`src/rtl/tdc_trig_pkg.sv`:
```
// rtl/tdc_trig_pkg.sv - shared mode encodings and width constants for the trigger generator
package tdc_trig_pkg;

   // Trigger combination modes; the reserved code behaves like OFF.
   typedef enum logic [1:0] {
      MODE_OFF  = 2'b00,
      MODE_OR   = 2'b01,
      MODE_AND  = 2'b10,
      MODE_RSVD = 2'b11
   } trig_mode_e;

   // Width of the trigger window counter exported to software.
   localparam int TRIG_CNT_W = 32;

endpackage

```
`src/rtl/trig_chan_det.sv`:
```
// rtl/trig_chan_det.sv - per-channel hit-count change detector, coincidence window and sticky flag
module trig_chan_det #(
   parameter int CNT_W = 32,
   parameter int WIN_W = 4
) (
   input  logic             clk,
   input  logic             rst_n,
   input  logic [CNT_W-1:0] hit,
   input  logic             mask,
   input  logic             prime,
   input  logic             win_en,
   input  logic             win_clr,
   input  logic [WIN_W-1:0] win_len,
   input  logic             clr_seen,
   output logic             hit_event,
   output logic             armed,
   output logic             event_q,
   output logic             seen
);

   logic [CNT_W-1:0] prev;
   logic [WIN_W-1:0] win;

   // Any change of the count (including a wrap) is an event; the prime cycle only loads prev.
   assign hit_event = (hit != prev) & mask & ~prime;

   // A channel counts as armed while its own event is present or its window is still open.
   assign armed = hit_event | (win != '0);

   // Previous-count register, loaded every cycle.
   always_ff @(posedge clk or negedge rst_n) begin
      if (!rst_n) begin
         prev <= '0;
      end else begin
         prev <= hit;
      end
   end

   // Coincidence window: reload on event, count down to zero, flush on fire or outside AND mode.
   always_ff @(posedge clk or negedge rst_n) begin
      if (!rst_n) begin
         win <= '0;
      end else if (!win_en || win_clr) begin
         win <= '0;
      end else if (hit_event) begin
         win <= win_len;
      end else if (win != '0) begin
         win <= win - 1'b1;
      end
   end

   // Registered event flag and sticky seen flag; a new event beats a coincident clear.
   always_ff @(posedge clk or negedge rst_n) begin
      if (!rst_n) begin
         event_q <= 1'b0;
         seen    <= 1'b0;
      end else begin
         event_q <= hit_event;
         if (hit_event) begin
            seen <= 1'b1;
         end else if (clr_seen) begin
            seen <= 1'b0;
         end
      end
   end

endmodule

```
`src/rtl/trig_gen_n.sv`:
```
// rtl/trig_gen_n.sv - N-channel hit-count trigger generator with OR/AND coincidence and hold stretch
module trig_gen_n
   import tdc_trig_pkg::*;
#(
   parameter int N_CH   = 2,
   parameter int CNT_W  = 32,
   parameter int HOLD_W = 8,
   parameter int WIN_W  = 4
) (
   input  logic                  SYSCLK,
   input  logic                  RESET,
   input  logic [N_CH*CNT_W-1:0] hit_count,
   input  logic [1:0]            cfg_mode,
   input  logic [N_CH-1:0]       cfg_ch_mask,
   input  logic [HOLD_W-1:0]     cfg_hold,
   input  logic [WIN_W-1:0]      cfg_win,
   input  logic                  clr_seen,
   output logic                  TRIGGER,
   output logic [TRIG_CNT_W-1:0] trig_count,
   output logic [N_CH-1:0]       ch_event,
   output logic [N_CH-1:0]       ch_seen
);

   logic              prime;
   logic              mode_or;
   logic              mode_and;
   logic [N_CH-1:0]   hit_event;
   logic [N_CH-1:0]   armed;
   logic              any_event;
   logic              all_armed;
   logic              fire;
   logic [HOLD_W-1:0] hold;
   logic [HOLD_W-1:0] hold_next;
   logic [HOLD_W-1:0] hold_load;
   logic              trig_q;

   assign mode_or  = (cfg_mode == MODE_OR);
   assign mode_and = (cfg_mode == MODE_AND);

   // Per-channel detectors.
   for (genvar g = 0; g < N_CH; g++) begin : g_chan
      trig_chan_det #(
         .CNT_W (CNT_W),
         .WIN_W (WIN_W)
      ) u_det (
         .clk       (SYSCLK),
         .rst_n     (RESET),
         .hit       (hit_count[g*CNT_W +: CNT_W]),
         .mask      (cfg_ch_mask[g]),
         .prime     (prime),
         .win_en    (mode_and),
         .win_clr   (fire),
         .win_len   (cfg_win),
         .clr_seen  (clr_seen),
         .hit_event (hit_event[g]),
         .armed     (armed[g]),
         .event_q   (ch_event[g]),
         .seen      (ch_seen[g])
      );
   end

   assign any_event = |hit_event;
   // Unmasked channels never block coincidence.
   assign all_armed = &(armed | ~cfg_ch_mask);
   // A hold of zero still stretches the trigger for one cycle.
   assign hold_load = (cfg_hold == '0) ? HOLD_W'(1) : cfg_hold;

   // Fire decision from the current mode and this cycle's events.
   always_comb begin
      fire = 1'b0;
      if (mode_or) begin
         fire = any_event;
      end else if (mode_and) begin
         fire = any_event & all_armed & (|cfg_ch_mask);
      end
   end

   // Hold counter next state: retriggerable reload on fire, flushed when the generator is off.
   always_comb begin
      hold_next = hold;
      if (!(mode_or || mode_and)) begin
         hold_next = '0;
      end else if (fire) begin
         hold_next = hold_load;
      end else if (hold != '0) begin
         hold_next = hold - 1'b1;
      end
   end

   // Prime flag: the first cycle after reset release only loads the previous counts.
   always_ff @(posedge SYSCLK or negedge RESET) begin
      if (!RESET) begin
         prime <= 1'b1;
      end else begin
         prime <= 1'b0;
      end
   end

   // Hold counter and its registered trigger decode.
   always_ff @(posedge SYSCLK or negedge RESET) begin
      if (!RESET) begin
         hold   <= '0;
         trig_q <= 1'b0;
      end else begin
         hold   <= hold_next;
         trig_q <= (hold_next != '0);
      end
   end

   // Count trigger windows opened; retriggers inside a running hold are not new windows.
   always_ff @(posedge SYSCLK or negedge RESET) begin
      if (!RESET) begin
         trig_count <= '0;
      end else if (fire && (hold == '0)) begin
         trig_count <= trig_count + 1'b1;
      end
   end

   assign TRIGGER = trig_q;

endmodule

```
`config.mk`:
```
export PLATFORM = sky130hd
export DESIGN_NAME = trig_gen_n
export DESIGN_NICKNAME = d
export VERILOG_FILES = /design/src/rtl/tdc_trig_pkg.sv /design/src/rtl/trig_chan_det.sv /design/src/rtl/trig_gen_n.sv
export SDC_FILE = /design/constraint.sdc
export NUM_CORES = 1
export LEC_CHECK = 0
export BUFFER_PORTS_ARGS = -buffer_cell sky130_fd_sc_hd__clkbuf_2
export CAP_MARGIN = 20
export CORE_AREA = 2 2 146 77
export CTS_BUF_LIST = sky130_fd_sc_hd__clkbuf_2 sky130_fd_sc_hd__clkbuf_4 sky130_fd_sc_hd__clkbuf_8
export CTS_CLUSTER_DIAMETER = 200
export DETAILED_ROUTE_END_ITERATION = 16
export DIE_AREA = 0 0 148 79
export PLACE_DENSITY = 0.78
export RECOVER_POWER = 100
export SETUP_SLACK_MARGIN = 0.05
export SYNTH_ARGS = -nofsm -noshare
export SYNTH_HDL_FRONTEND = slang
export SYNTH_SLANG_ARGS = --single-unit
```
`constraint.sdc`:
```
create_clock -name SYSCLK -period 3.75 [get_ports SYSCLK]
set_input_delay 0.75 -clock SYSCLK [delete_from_list [all_inputs] [get_ports SYSCLK]]
set_output_delay 0.75 -clock SYSCLK [all_outputs]
set_load 0.02 [all_outputs]
```
==> results_dict.tcl, run 1 <==
set metrics [dict create \
    start_util_pct 48.0 \
    dp_hpwl_um 7930 \
    drt-initial-drc-count 141 \
    fin_skew_ns 0.00998 \
    grt_use_total_pct 19.4 \
    cp-endpoint "TRIGGER" \
    die-area_sq_um 11700 \
    fillers 933 \
    setup_viol 0 \
    cts_setup_buffers 0 \
    slew_viol_final 53 \
    antenna_found_initial 0 \
    synthCells 414 \
    grt_start_max_net_pins 54 \
    clkPwrFrac_pct 36.7 \
    die_w_um 148 \
    synth_edf_count 0 \
    port_buffers 119 \
    stdcell_area_sq_um 6150 \
    clock-root-buffer "clkbuf_8" \
    whs_ns 0.466 \
    finalSetupTns_ns 0 \
    synth.avg_cell_area_sq_um 12.2 \
    fin_crit_sh_pct 87.3 \
    rsz0062_at_grt "no" \
    drcViolationCount 0 \
    cts_buffers 17 \
    leakage_nw 2.54 \
    via_count 3442 \
    ys_async_sr_fraction_pct 100 \
    post_drt_via_cell_ratio 4.85 \
    slowest_stage "or4_1" \
    place.gp.congestion 0.859 \
    fin_util_pct 58.3 \
    grt_overflow 0 \
    synth_flop_cell "dfrtp_1" \
    fin_crit_ns 3.28 \
    timing.rr.end "TRIGGER" \
    synthesis.area_sq_um 5060 \
    violations "max-capacitance violations, max-slew violations" \
    r2r_cells 9 \
    cp-start-kind "input port" \
    path_class "in2reg" \
    drt-total-wl_um 10600 \
    clk_latency_ns 0.42 \
    wl_per_cell_um 14.9 \
    cts_resized 0 \
    synth_nets 505 \
    pwr-share-comb_pct 18.7 \
    cp_max_fo 6 \
    crit_path_start "hit_count[10]" \
    required_ns 4.03 \
    synth.distinct_cells 37 \
    total_power_mw 3.29 \
    ys_seq_area_share_pct 58.4 \
    fmax_mhz 305 \
    seq_power_share_pct 44.6 \
    dr.pass1.iters 4 \
    status "complete, but fails checks" \
    internal_power_mw 2.37 \
    ff2ff_setup_slack_ns 0.53 \
    nets 645 \
    drv_cap 1 \
    power_switching_uw 915 \
    max_stage_delay_ns 0.53 \
    areaGrowthSynthToFinish_pct 21.4 \
    ios 120 \
    ir_worst_vdd_uv 252 \
    cts.clk_slew.worst_paths_ns 0.07 \
    coreArea_sq_um 10500 \
    cts_tree "yes" \
    hold_violations 0 \
    worstPathCellList "clkbuf_1 > xnor2_1 > nand4_1 > nor4_1 > clkbuf_1 > nand4_1 > a32oi_4 > mux2_2 > or4_1 > or4_1" \
    placed_area_sq_um 5890 \
    switching_share_pct 27.9 \
    clk_path_buf_depth 2 \
    r2r-start "g_chan[0].u_det.prev[10]" \
    postRouteAntennaNets 0 \
    hold_path.class "in2reg" \
    critPathCaptureType "flop" \
    diodes 0 \
    cts.htree.levels 4 \
    grt_pass1_wl_um 17400 \
    num_rows 27 \
    dieHeight_um 79 \
    clock_sinks 118 \
    powerDensity_nw_per_um2 534 \
    grt_pass1_vias 3514 \
    ys.warnings.count 0 \
    synth-seq-cells 118 \
    slew_headroom_pct -87.1 \
    crit_arrival_ns 3.56 \
    worst_pin_slew_ns 2.81 \
    ctsHoldBuffers 0 \
    drive_gt1_share_pct 11.5 \
]
## layout by cell type, fill, tap and decap left out, types with 4 or more instances in the layout
master,synthesis,layout
and4_1,4,4
nor4_1,5,5
xnor2_1,100,100
inv_1,12,12
clkinv_2,0,4
a21oi_1,10,10
nand3b_1,5,5
nand4_1,26,26
dfrtp_1,117,117
clkbuf_8,0,21
nor2_1,17,17
and3_1,8,8
clkbuf_1,3,108
mux2_2,7,6
nand2_1,18,18
or3_1,4,4
buf_4,4,4
nor2b_1,6,6
ha_1,8,8
clkbuf_2,0,18
nor3_1,11,11
nand3_1,13,13
a211oi_1,6,6
## power by group through the flow
stage               Sequential, mW  Combinational (mW)  Clock [mW]
floorplan                     1.50               0.401           0
global placement              1.48               0.608           0
detailed placement            1.49               0.628           0
CTS                           1.46               0.636        1.24
global route                  1.48               0.686        1.29
finish                        1.46               0.615        1.21
## worst min path at each step
stage,from,endpoint,slack (ns),cells past startpoint
6_report,hit_count[14],g_chan[0].u_det.prev[14],0.47,1
3_3_place_gp,trig_count[31],trig_count[31],0.46,1
3_5_place_dp,trig_count[31],trig_count[31],0.47,1
2_1_floorplan,RESET,TRIGGER,0.45,0
4_1_cts,RESET,trig_count[11],0.36,1
5_1_grt,hit_count[24],g_chan[0].u_det.prev[24],0.44,1
## cells in the mapped netlist, types with 2 or more instances
cell type	count	area [sq um]
and3_1	8	50.1
nand4_1	26	163
or3_1	4	25.0
mux2_2	7	78.8
ha_1	8	100
nand3_1	13	65.1
nor3b_1	3	22.5
dfrtp_1	117	2930
nor4_1	5	31.3
o21ai_0	3	15.0
and2_1	3	18.8
inv_1	12	45.0
buf_2	3	15.0
nor2b_1	6	37.5
clkbuf_1	3	11.3
a211oi_1	6	45.0
and4_1	4	35.0
nand2b_1	3	18.8
mux2i_1	2	20.0
xor2_1	2	17.5
nor2_1	17	63.8
buf_4	4	30.0
nand2_1	18	67.6
or4_1	2	15.0
nand3b_1	5	37.5
xnor2_1	100	876
nor3_1	11	55.1
a21oi_1	10	50.1
## metrics by stage
stage	instances	setup slack [ns]
2_1_floorplan	414	0.457
3_3_place_gp	680	0.176
3_5_place_dp	680	0.106
4_1_cts	710	0.539
5_1_grt	710	0.161
6_report	710	0.475
## metal layers
layer  share of wire (%)  wire [um]  vias to the layer above  global-route usage [%]
li1                    -          -                     1688                       -
met1                  50       5340                     1650                    28.1
met2                  42       4490                       96                    28.0
met3                 6.3        664                        8                    6.49
met4                0.82         87                        0                    5.62
met5                   0          0                        -                       0
## flip-flops by register name (all words and copies together), names as in the netlist
signal	count
g_chan.u_det.prev	64
g_chan.u_det.seen	2
trig_count	32
g_chan.u_det.win	8
TRIGGER	1
hold	8
g_chan.u_det.event_q	2
prime	1
## cell type report
cell class                 instances  area, sq um  share of cell area, %
sequential                       118         2950                   48.1
clock inverter                     9          125                   2.04
clock buffer                      21          289                   4.70
inverter                          13         53.8                  0.875
multi-input combinational        273         2000                   32.5
timing repair buffer             131          546                   8.87
tap                              145          181                   2.95
## cell families after synthesis
family,Yosys count,synth area share [%]
adder cells (fa/ha/maj),8,1.98
buffers and inverters,23,2.17
other,1,0.0741
flip-flops,118,58.4
XOR/XNOR,102,17.6
multiplexers,9,1.95
AO/OA/AOI/OAI,23,3.29
AND/OR/NAND/NOR,130,14.5
## critical path, delay by kind of cell
family,cells,cell delay [ns]
multiplexers,1,0.39
buffers and inverters,2,0.33
AO/OA/AOI/OAI,1,0.31
XOR/XNOR,1,0.13
AND/OR/NAND/NOR,5,1.65
(Power assumes the default switching activity.)
==> run 2, diff against run 1 <==
Settings changed: CELL_PAD_IN_SITES_DETAIL_PLACEMENT set to 0, CELL_PAD_IN_SITES_GLOBAL_PLACEMENT set to 2, CORE_AREA 2 2 146 77 to 2 2 171 89, DIE_AREA 0 0 148 79 to 0 0 173 91, PLACE_DENSITY 0.78 to 0.85, SETUP_SLACK_MARGIN 0.05 to 0.5.
==> results_dict.tcl, run 2 (synthesis gave the netlist of run 1 again) <==
set metrics [dict create \
    drive_gt1_share_pct 12.1 \
    dp_hpwl_um 8520 \
    powerDensity_nw_per_um2 528 \
    clock_sinks 118 \
    coreArea_sq_um 14200 \
    rsz0062_at_grt "yes" \
    place.gp.congestion 0.833 \
    die-area_sq_um 15700 \
    fin_skew_ns 0.0160 \
    regMostFlops "g_chan.u_det.prev" \
    ff2ff_setup_slack_ns 0.53 \
    crit_path_start "g_chan[1].u_det.win[0]" \
    diodes 0 \
    timing.rr.end "TRIGGER" \
    grtUsageMet1_pct 23.5 \
    final_common_cell "dfrtp_1" \
    ir_worst_vdd_uv 188 \
    largest_reg_flops 64 \
    grt.met3_usage_pct 4.27 \
    cp_max_fo 6 \
    r2r_cells 9 \
    fin_crit_ns 3.22 \
    start_util_pct 35.7 \
    multiInputGateArea_sq_um 2020 \
    drv_cap 1 \
    hold_path.class "in2reg" \
    ctsHoldBuffers 0 \
    grt_start_max_net_pins 73 \
    dieHeight_um 91 \
    clk_latency_ns 0.43 \
    r2r-start "g_chan[1].u_det.win[0]" \
    use_met2_pct 19.9 \
    hold_depth 1 \
    total_power_mw 3.28 \
    slew_viol_final 73 \
    leakage_nw 2.53 \
    antenna_found_initial 0 \
    via_count 3483 \
    grt_pass1_wl_um 18600 \
    nets 642 \
    fin_crit_sh_pct 85.8 \
    drt-total-wl_um 11200 \
    drt-initial-drc-count 172 \
    postRouteAntennaNets 0 \
    worst_hold_path.endpoint "g_chan[0].u_det.prev[12]" \
    busiest_layer "met1" \
    areaGrowthSynthToFinish_pct 22.5 \
    clk_path_buf_depth 2 \
    fin_util_pct 43.7 \
    grt_pass1_vias 3514 \
    die_w_um 173 \
    hold_violations 0 \
    status "complete, but fails checks" \
    path_class "reg2reg" \
    violations "max-capacitance violations, max-slew violations" \
    cts.clk_slew.worst_paths_ns 0.09 \
    drcViolationCount 0 \
    clock-root-buffer "clkbuf_8" \
    grt_use_total_pct 15.1 \
    fmax_mhz 311 \
    dr.pass1.iters 4 \
    port_buffers 119 \
    ios 120 \
    cp-start-kind "flop" \
    post_drt_via_cell_ratio 4.57 \
    cts_tree "yes" \
    setup_viol 0 \
    reg.largest.list "g_chan.u_det.prev x64, trig_count x32" \
    slew_headroom_pct -22.0 \
    worst_pin_slew_ns 1.83 \
    critPathCaptureType "flop" \
    wl_per_cell_um 14.7 \
    fillers 1436 \
    crit_arrival_ns 3.50 \
    cts_buffers 17 \
    final_cell_mix "dfrtp_1, clkbuf_1, xnor2_1, nand4_1, clkbuf_2" \
    hp-start "hit_count[12]" \
    cts.htree.levels 4 \
    num_rows 31 \
    required_ns 4.04 \
    grt_overflow 0 \
    final-seq-area_sq_um 2950 \
]
run 2: stage by stage:
stage          TNS (ns)  setup slack [ns]  instance area [sq um]  std cells  hold slack (ns)
6_report              0             0.533                   6200        762            0.455
5_1_grt               0             0.339                   6200        762            0.419
4_1_cts               0             0.519                   6360        762            0.418
3_5_place_dp    -0.0241           -0.0241                   5940        730            0.479
3_3_place_gp          0             0.107                   5940        730            0.477
2_1_floorplan         0             0.514                   5070        414            0.454
run 2: how the worst max path moves through the flow:
| stage | to | slack [ns] | cells after the start |
|---|---|---|---|
| 3_5_place_dp | TRIGGER | -0.02 | 9 |
| 4_1_cts | TRIGGER | 0.52 | 10 |
| 6_report | TRIGGER | 0.53 | 9 |
| 3_3_place_gp | TRIGGER | 0.11 | 10 |
| 5_1_grt | TRIGGER | 0.34 | 9 |
| 2_1_floorplan | TRIGGER | 0.51 | 9 |
run 2: per-layer routing:
metal | routed length [um] | vias to the layer above
met5 | 0 | -
met4 | 117 | 0
met3 | 578 | 10
li1 | - | 1686
met2 | 4510 | 78
met1 | 6000 | 1709
run 2: power breakdown:
part / total [mW] / switching, mW / internal (mW) / leakage (nW)
clock: 1.20 / 0.569 / 0.627 / 0.200
combinational: 0.611 / 0.336 / 0.275 / 0.858
sequential: 1.47 / 0.0930 / 1.37 / 1.47
run 2: layout make-up:
| class | count | area share [%] |
|---|---|---|
| inverters | 13 | 0.867 |
| clock inverters | 14 | 2.64 |
| well taps | 198 | 3.99 |
| clock buffers | 18 | 3.99 |
| repair buffers | 128 | 8.31 |
| flip-flops and latches | 118 | 47.6 |
| multi-input cells | 273 | 32.6 |
run 2: repair_timing:
item	CTS	global route
endpoints found under the hold margin	0	0
pin swaps	1	0
gates cloned	0	0
setup buffers	0	0
resized for setup	1	1
setup endpoints to repair	1	1
run 2: worst max-delay path, cell delays in order (launching register included):
cell	delay, ns
dfrtp_1	0.42
inv_1	0.10
ha_1	0.17
nor3b_1	0.19
clkbuf_1	0.27
nand3b_1	0.18
a32oi_4	0.36
mux2_1	0.38
or4_1	0.54
or4_1	0.48
